### src/rtl/fifo_param.sv
// fifo_param: parameterised single-clock synchronous FIFO.
//
// Purpose:
//   Buffers WIDTH-bit words between a producer and a consumer. Read data is
//   registered, so it appears one cycle after the accepting edge. Occupancy
//   USE_DW spans the full range 0..DEPTH. Full, empty, almost-full and
//   almost-empty flags are all registered, so no input has a combinational
//   path to any output.
//
// Optional build macro:
//   FIFO_PARAM_ERR_FLAGS_EN - adds sticky OVF/UDF error outputs. OVF sets on a
//   rejected write and UDF on a rejected read. Both clear only on RESET_N or
//   CLEAR_N.
//
// Ports:
//   CLOCK       in   rising-edge clock
//   RESET_N     in   asynchronous active-low reset
//   CLEAR_N     in   synchronous active-low flush (overrides READ/WRITE)
//   WRITE/READ  in   requests
//   DATA_IN     in   [WIDTH-1:0] write data
//   DATA_OUT    out  [WIDTH-1:0] registered read data
//   F_FULL_N    out  low when USE_DW == DEPTH
//   F_EMPTY_N   out  low when USE_DW == 0
//   F_AFULL_N   out  low when USE_DW >= AF_LEVEL
//   F_AEMPTY_N  out  low when USE_DW <= AE_LEVEL
//   USE_DW      out  [$clog2(DEPTH):0] occupancy
//   OVF/UDF     out  sticky error flags (macro builds only)
module fifo_param #(
  parameter int WIDTH    = 8,
  parameter int DEPTH    = 32,
  parameter int AF_LEVEL = 28,
  parameter int AE_LEVEL = 4,
  localparam int AW      = $clog2(DEPTH),
  localparam int CW      = AW + 1
) (
  input  logic             CLOCK,
  input  logic             RESET_N,
  input  logic             CLEAR_N,
  input  logic             WRITE,
  input  logic             READ,
  input  logic [WIDTH-1:0] DATA_IN,
  output logic [WIDTH-1:0] DATA_OUT,
  output logic             F_FULL_N,
  output logic             F_EMPTY_N,
  output logic             F_AFULL_N,
  output logic             F_AEMPTY_N,
`ifdef FIFO_PARAM_ERR_FLAGS_EN
  output logic             OVF,
  output logic             UDF,
`endif
  output logic [CW-1:0]    USE_DW
);

  localparam logic [CW-1:0] FULL_CNT = CW'(DEPTH);
  localparam logic [CW-1:0] AF_CNT   = CW'(AF_LEVEL);
  localparam logic [CW-1:0] AE_CNT   = CW'(AE_LEVEL);

  typedef enum logic [1:0] {S_EMPTY, S_PARTIAL, S_FULL} state_t;

  state_t             state, state_nxt;
  logic [WIDTH-1:0]   mem [DEPTH];
  logic [AW-1:0]      wptr, rptr;
  logic               rd_ok, wr_ok;
  logic [CW-1:0]      cnt_nxt;

  // A full FIFO still accepts a write when a read frees a slot on the same
  // edge. An empty FIFO never bypasses a write straight to DATA_OUT.
  assign rd_ok = READ && (state != S_EMPTY);
  assign wr_ok = WRITE && ((state != S_FULL) || rd_ok);

  always_comb begin
    cnt_nxt = USE_DW;
    if (wr_ok && !rd_ok)      cnt_nxt = USE_DW + CW'(1);
    else if (rd_ok && !wr_ok) cnt_nxt = USE_DW - CW'(1);
  end

  // Control FSM. The state tracks USE_DW and is the single source of the
  // accept decisions above.
  always_comb begin
    state_nxt = state;
    if (!CLEAR_N) begin
      state_nxt = S_EMPTY;
    end else begin
      case (state)
        S_EMPTY:   if (wr_ok) state_nxt = S_PARTIAL;
        S_PARTIAL: if (cnt_nxt == '0)           state_nxt = S_EMPTY;
                   else if (cnt_nxt == FULL_CNT) state_nxt = S_FULL;
        S_FULL:    if (rd_ok && !wr_ok) state_nxt = S_PARTIAL;
        default:   state_nxt = S_EMPTY;
      endcase
    end
  end

  always_ff @(posedge CLOCK or negedge RESET_N) begin
    if (!RESET_N) state <= S_EMPTY;
    else          state <= state_nxt;
  end

  // Storage has no reset; its contents are don't-care until written.
  always_ff @(posedge CLOCK) begin
    if (CLEAR_N && wr_ok) mem[wptr] <= DATA_IN;
  end

  // Pointers, occupancy, read data and flags. The flags are computed from the
  // next occupancy, so they change on the same edge as USE_DW.
  always_ff @(posedge CLOCK or negedge RESET_N) begin
    if (!RESET_N) begin
      wptr       <= '0;
      rptr       <= '0;
      USE_DW     <= '0;
      DATA_OUT   <= '0;
      F_FULL_N   <= 1'b1;
      F_EMPTY_N  <= 1'b0;
      F_AFULL_N  <= 1'b1;
      F_AEMPTY_N <= 1'b0;
    end else if (!CLEAR_N) begin
      wptr       <= '0;
      rptr       <= '0;
      USE_DW     <= '0;
      DATA_OUT   <= '0;
      F_FULL_N   <= 1'b1;
      F_EMPTY_N  <= 1'b0;
      F_AFULL_N  <= 1'b1;
      F_AEMPTY_N <= 1'b0;
    end else begin
      if (wr_ok) wptr <= wptr + AW'(1);
      if (rd_ok) begin
        rptr     <= rptr + AW'(1);
        DATA_OUT <= mem[rptr];
      end
      USE_DW     <= cnt_nxt;
      F_FULL_N   <= (cnt_nxt != FULL_CNT);
      F_EMPTY_N  <= (cnt_nxt != '0);
      F_AFULL_N  <= !(cnt_nxt >= AF_CNT);
      F_AEMPTY_N <= !(cnt_nxt <= AE_CNT);
    end
  end

`ifdef FIFO_PARAM_ERR_FLAGS_EN
  always_ff @(posedge CLOCK or negedge RESET_N) begin
    if (!RESET_N) begin
      OVF <= 1'b0;
      UDF <= 1'b0;
    end else if (!CLEAR_N) begin
      OVF <= 1'b0;
      UDF <= 1'b0;
    end else begin
      if (WRITE && !wr_ok) OVF <= 1'b1;
      if (READ && !rd_ok)  UDF <= 1'b1;
    end
  end
`endif

endmodule

### config.mk
export PLATFORM = sky130hd
export DESIGN_NAME = fifo_param
export DESIGN_NICKNAME = d
export VERILOG_FILES = /design/src/rtl/fifo_param.sv
export SDC_FILE = /design/constraint.sdc
export NUM_CORES = 1
export LEC_CHECK = 0
export BUFFER_PORTS_ARGS = -buffer_cell sky130_fd_sc_hd__clkbuf_2
export CORE_UTILIZATION = 55
export CTS_BUF_LIST = sky130_fd_sc_hd__clkbuf_16
export DETAILED_ROUTE_END_ITERATION = 8
export PLACE_DENSITY = 0.8
export SETUP_SLACK_MARGIN = 0.2
export SYNTH_ARGS = -nofsm -noshare
export SYNTH_HDL_FRONTEND = slang
export SYNTH_SLANG_ARGS = --single-unit
### constraint.sdc
create_clock -name CLOCK -period 3.1 [get_ports CLOCK]
set_input_delay 0.465 -clock CLOCK [delete_from_list [all_inputs] [get_ports CLOCK]]
set_output_delay 0.465 -clock CLOCK [all_outputs]
set_load 0.01 [all_outputs]
==> out/metrics.yaml <==
global_routing:
  grt_max_degree: 33
  use_met3_pct: 4.04
  use_met2_pct: 38.7
  grt-busiest-layer: "met2"
  grt_usage_pct: 23.5
  antenna_found_initial: 0
  gr-usage-met1_pct: 32.4
  grt_pass1_vias: 6249
  grt_overflow_total: 0
  grt_pass1_wl_mm: 37.4
setup_path:
  regToRegStartpoint: "state[0]$_DFFE_PN0P_"
  r2r_setup_slack_ns: 0.44
  cpMostUsedCell: "nor2_1"
  critPathMaxStageDelay_ns: 0.68
  crit_fanout: 11
  crit_path_end_kind: "flop"
  start_kind: "flop"
  reg2reg_depth: 5
  crit_cells: 5
  startpoint: "state[0]$_DFFE_PN0P_"
  critPathCapture: "mem[23][0]$_DFFE_PP_"
  cp.required_ns: 3.26
  path_buf_inv: 0
  crit_family: "simple AND/OR/NAND/NOR gates"
  worstSetupPathType: "flop to flop"
  slowest_stage: "nor2_1"
  worstPathCellList: "nand2b_1, nor2_1, nor2_2, nand2_1, nor2_1"
  arrival_ns: 2.82
  reg2reg_to: "mem[23][0]$_DFFE_PP_"
timing:
  finalClockSkew_ns: 0.0109
  tightest_slew_ns: 1.23
  rsz0062_at_grt: "false"
  fmax_ghz: 0.377
  period_share_pct: 85.7
  hold_viol: 0
  final_max_slew_viol_count: 0
  whs_ns: 0.00912
  setup_tns_ns: 0
  setup_violations: 0
  fin_crit_ns: 2.66
  max-slew-margin-rel_pct: 17.9
clock_tree:
  clk_pin_slew_worst_paths_ns: 0.06
  postCtsSetupRepairBufs: 0
  cts_tree: "built"
  max-clock-path-buffers: 3
  cts_hold_buf: 0
  ctsResizeCount: 0
  cts-root-buf: "clkbuf_16"
  cts.sinks: 286
  cts_buffers: 27
  worstSkewPairLatency_ns: 0.54
  htreeDepth: 1
yosys:
  syn_nets: 655
  ys_warn_count: 0
  synth-simple-area-share_pct: 5.71
  synth_area_per_cell_sq_um: 18.1
  synth_top_family_by_area: "multiplexers"
  postSynth.asyncResetShare_pct: 10.5
  yosysSeqAreaShare_pct: 73.3
  synthMuxAreaShare_pct: 12.5
  synth_fa_ha_area_share_pct: 0.761
  syn_inst: 635
  synth_top_area_share_pct: 66.8
  synth.area.top_cells: "edfxtp_1 67%, mux4_2 9.4%, dfrtp_1 6.1%, mux2i_1 2.9%, nand2_1 1.1%"
  synth-main-ff-cell: "edfxtp_1"
  ys_seq_elements: 286
  synth_xor_area_share_pct: 0.989
  synth_most_common_cell: "edfxtp_1"
  synth_edf_count: 256
  synth-compound-area-share_pct: 4.92
  syn-cell-area_sq_mm: 0.0115
  synthTopCellsByCount: "256 x edfxtp_1, 48 x mux4_2, 34 x nand2_1, 34 x nor2_1, 33 x mux2i_1"
  synth_top_cell_by_area: "edfxtp_1"
  synth_cell_types: 53
drt:
  wl_per_cell_um: 25.4
  drt_first_iter_violations: 643
  vias: 6146
  antenna_left: 0
  dr.pass1.iters: 5
  drt_wl_total_mm: 24.6
  drc: 0
  vias_per_cell: 6.35
cells_and_area:
  post-route-util_pct: 63.1
  drive_gt1_share_pct: 21.6
  fin_nets: 698
  diodes: 0
  area_delta_synth_final_pct: 11.5
  design_area_sq_mm: 0.0128
  n_fill_cell: 1363
die:
  coreArea_sq_mm: 0.0204
  io-pin-count: 31
  rows: 52
  initial_core_util_pct: 56.5
  dieArea_sq_mm: 0.0215
  die_width_um: 147
  die_height_um: 147
pwr:
  power_leakage_uw: 0.00418
  p_per_area_mw_per_mm2: 620
  finalPower_uw: 7970
  irDropWorstVdd_mv: 0.426
min_path:
  hold_path_class: "primary input to asynchronous set/reset pin"
placed_design:
  postPlaceCellArea_sq_mm: 0.0120
  place.gp.congestion: 0.926
  dp_hpwl_mm: 15.7
  io_buffer_count: 30
run:
  cap_violations: 0
status:
  status: "complete, no violations"
## report_power, final
part | switching, uW | internal (uW) | leakage [uW]
sequential | 62.3 | 4240 | 0.00270
clock | 1370 | 1790 | 0.000429
combinational | 285 | 212 | 0.00105
total | 1720 | 6250 | 0.00418
## cells by family (layout without fill, tap and decap cells)
kind of cell	after synthesis	in the layout
buffers and inverters	43	106
multiplexers	83	83
AND/OR/NAND/NOR	128	128
adder cells (fa/ha/maj)	7	7
AO/OA/AOI/OAI	75	75
XOR/XNOR	13	13
flip-flops	286	286
## per-stage QoR
step	instances	setup slack, ns
finish	968	0.445
global route	968	0.276
CTS	968	0.452
detailed placement	919	0.473
global placement	919	0.691
floorplan	635	0.643
## state kept, by name, indices dropped and copies added, names as in the netlist
register    count
state           2
rptr            5
F_EMPTY_N       1
F_FULL_N        1
USE_DW          6
DATA_OUT        8
wptr            5
mem           256
F_AFULL_N       1
F_AEMPTY_N      1
## layer usage
metal  part of all wire [%]  up-vias
met5                      0        -
met4                    2.6        0
met3                    7.1       45
met2                     50      298
met1                     40     3188
li1                       -     2615
## layout by cell type (no fill, tap or decap), types with 4 or more instances in the layout
| cell | Yosys | layout |
|---|---|---|
| a22oi_1 | 15 | 15 |
| xnor2_1 | 11 | 11 |
| clkbuf_2 | 1 | 30 |
| buf_4 | 5 | 19 |
| clkbuf_16 | 0 | 28 |
| and2_1 | 15 | 15 |
| nand2_1 | 34 | 34 |
| nand4_1 | 4 | 4 |
| nand2b_1 | 5 | 5 |
| a211oi_1 | 9 | 9 |
| nor2b_1 | 10 | 10 |
| a21boi_0 | 4 | 4 |
| a32o_1 | 8 | 8 |
| clkinv_1 | 0 | 9 |
| o221ai_1 | 7 | 7 |
| mux4_2 | 48 | 48 |
| ha_1 | 7 | 7 |
| edfxtp_1 | 256 | 256 |
| nor3_1 | 4 | 4 |
| a21oi_1 | 8 | 8 |
| nand3_1 | 7 | 7 |
| nor2_1 | 34 | 34 |
| dfrtp_1 | 28 | 26 |
| inv_1 | 6 | 10 |
| mux2i_1 | 33 | 33 |
| o22ai_1 | 9 | 9 |
| o21ai_0 | 4 | 4 |
## final cells by class
type	instances	area, sq um	area share [%]
Sequential cell	286	8450	65.8
Multi-Input combinational cell	306	2860	22.3
Clock buffer	28	701	5.45
Tap cell	270	338	2.63
Timing Repair Buffer	51	333	2.59
Clock inverter	21	144	1.12
Inverter	6	22.5	0.175
## worst min path at each step
stage	startpoint	end	slack (ns)	cells after the start
6_report	RESET_N	USE_DW[3]$_DFF_PN0_	0.009	1
5_1_grt	RESET_N	USE_DW[4]$_DFF_PN0_	0.06	1
4_1_cts	RESET_N	USE_DW[5]$_DFF_PN0_	0.02	1
2_1_floorplan	RESET_N	DATA_OUT[0]$_DFFE_PN0P_	0.17	0
3_3_place_gp	DATA_OUT[6]$_DFFE_PN0P_	DATA_OUT[6]$_DFFE_PN0P_	0.52	1
3_5_place_dp	DATA_OUT[0]$_DFFE_PN0P_	DATA_OUT[0]$_DFFE_PN0P_	0.53	1
Note: power is estimated with default switching activity, not from simulation.
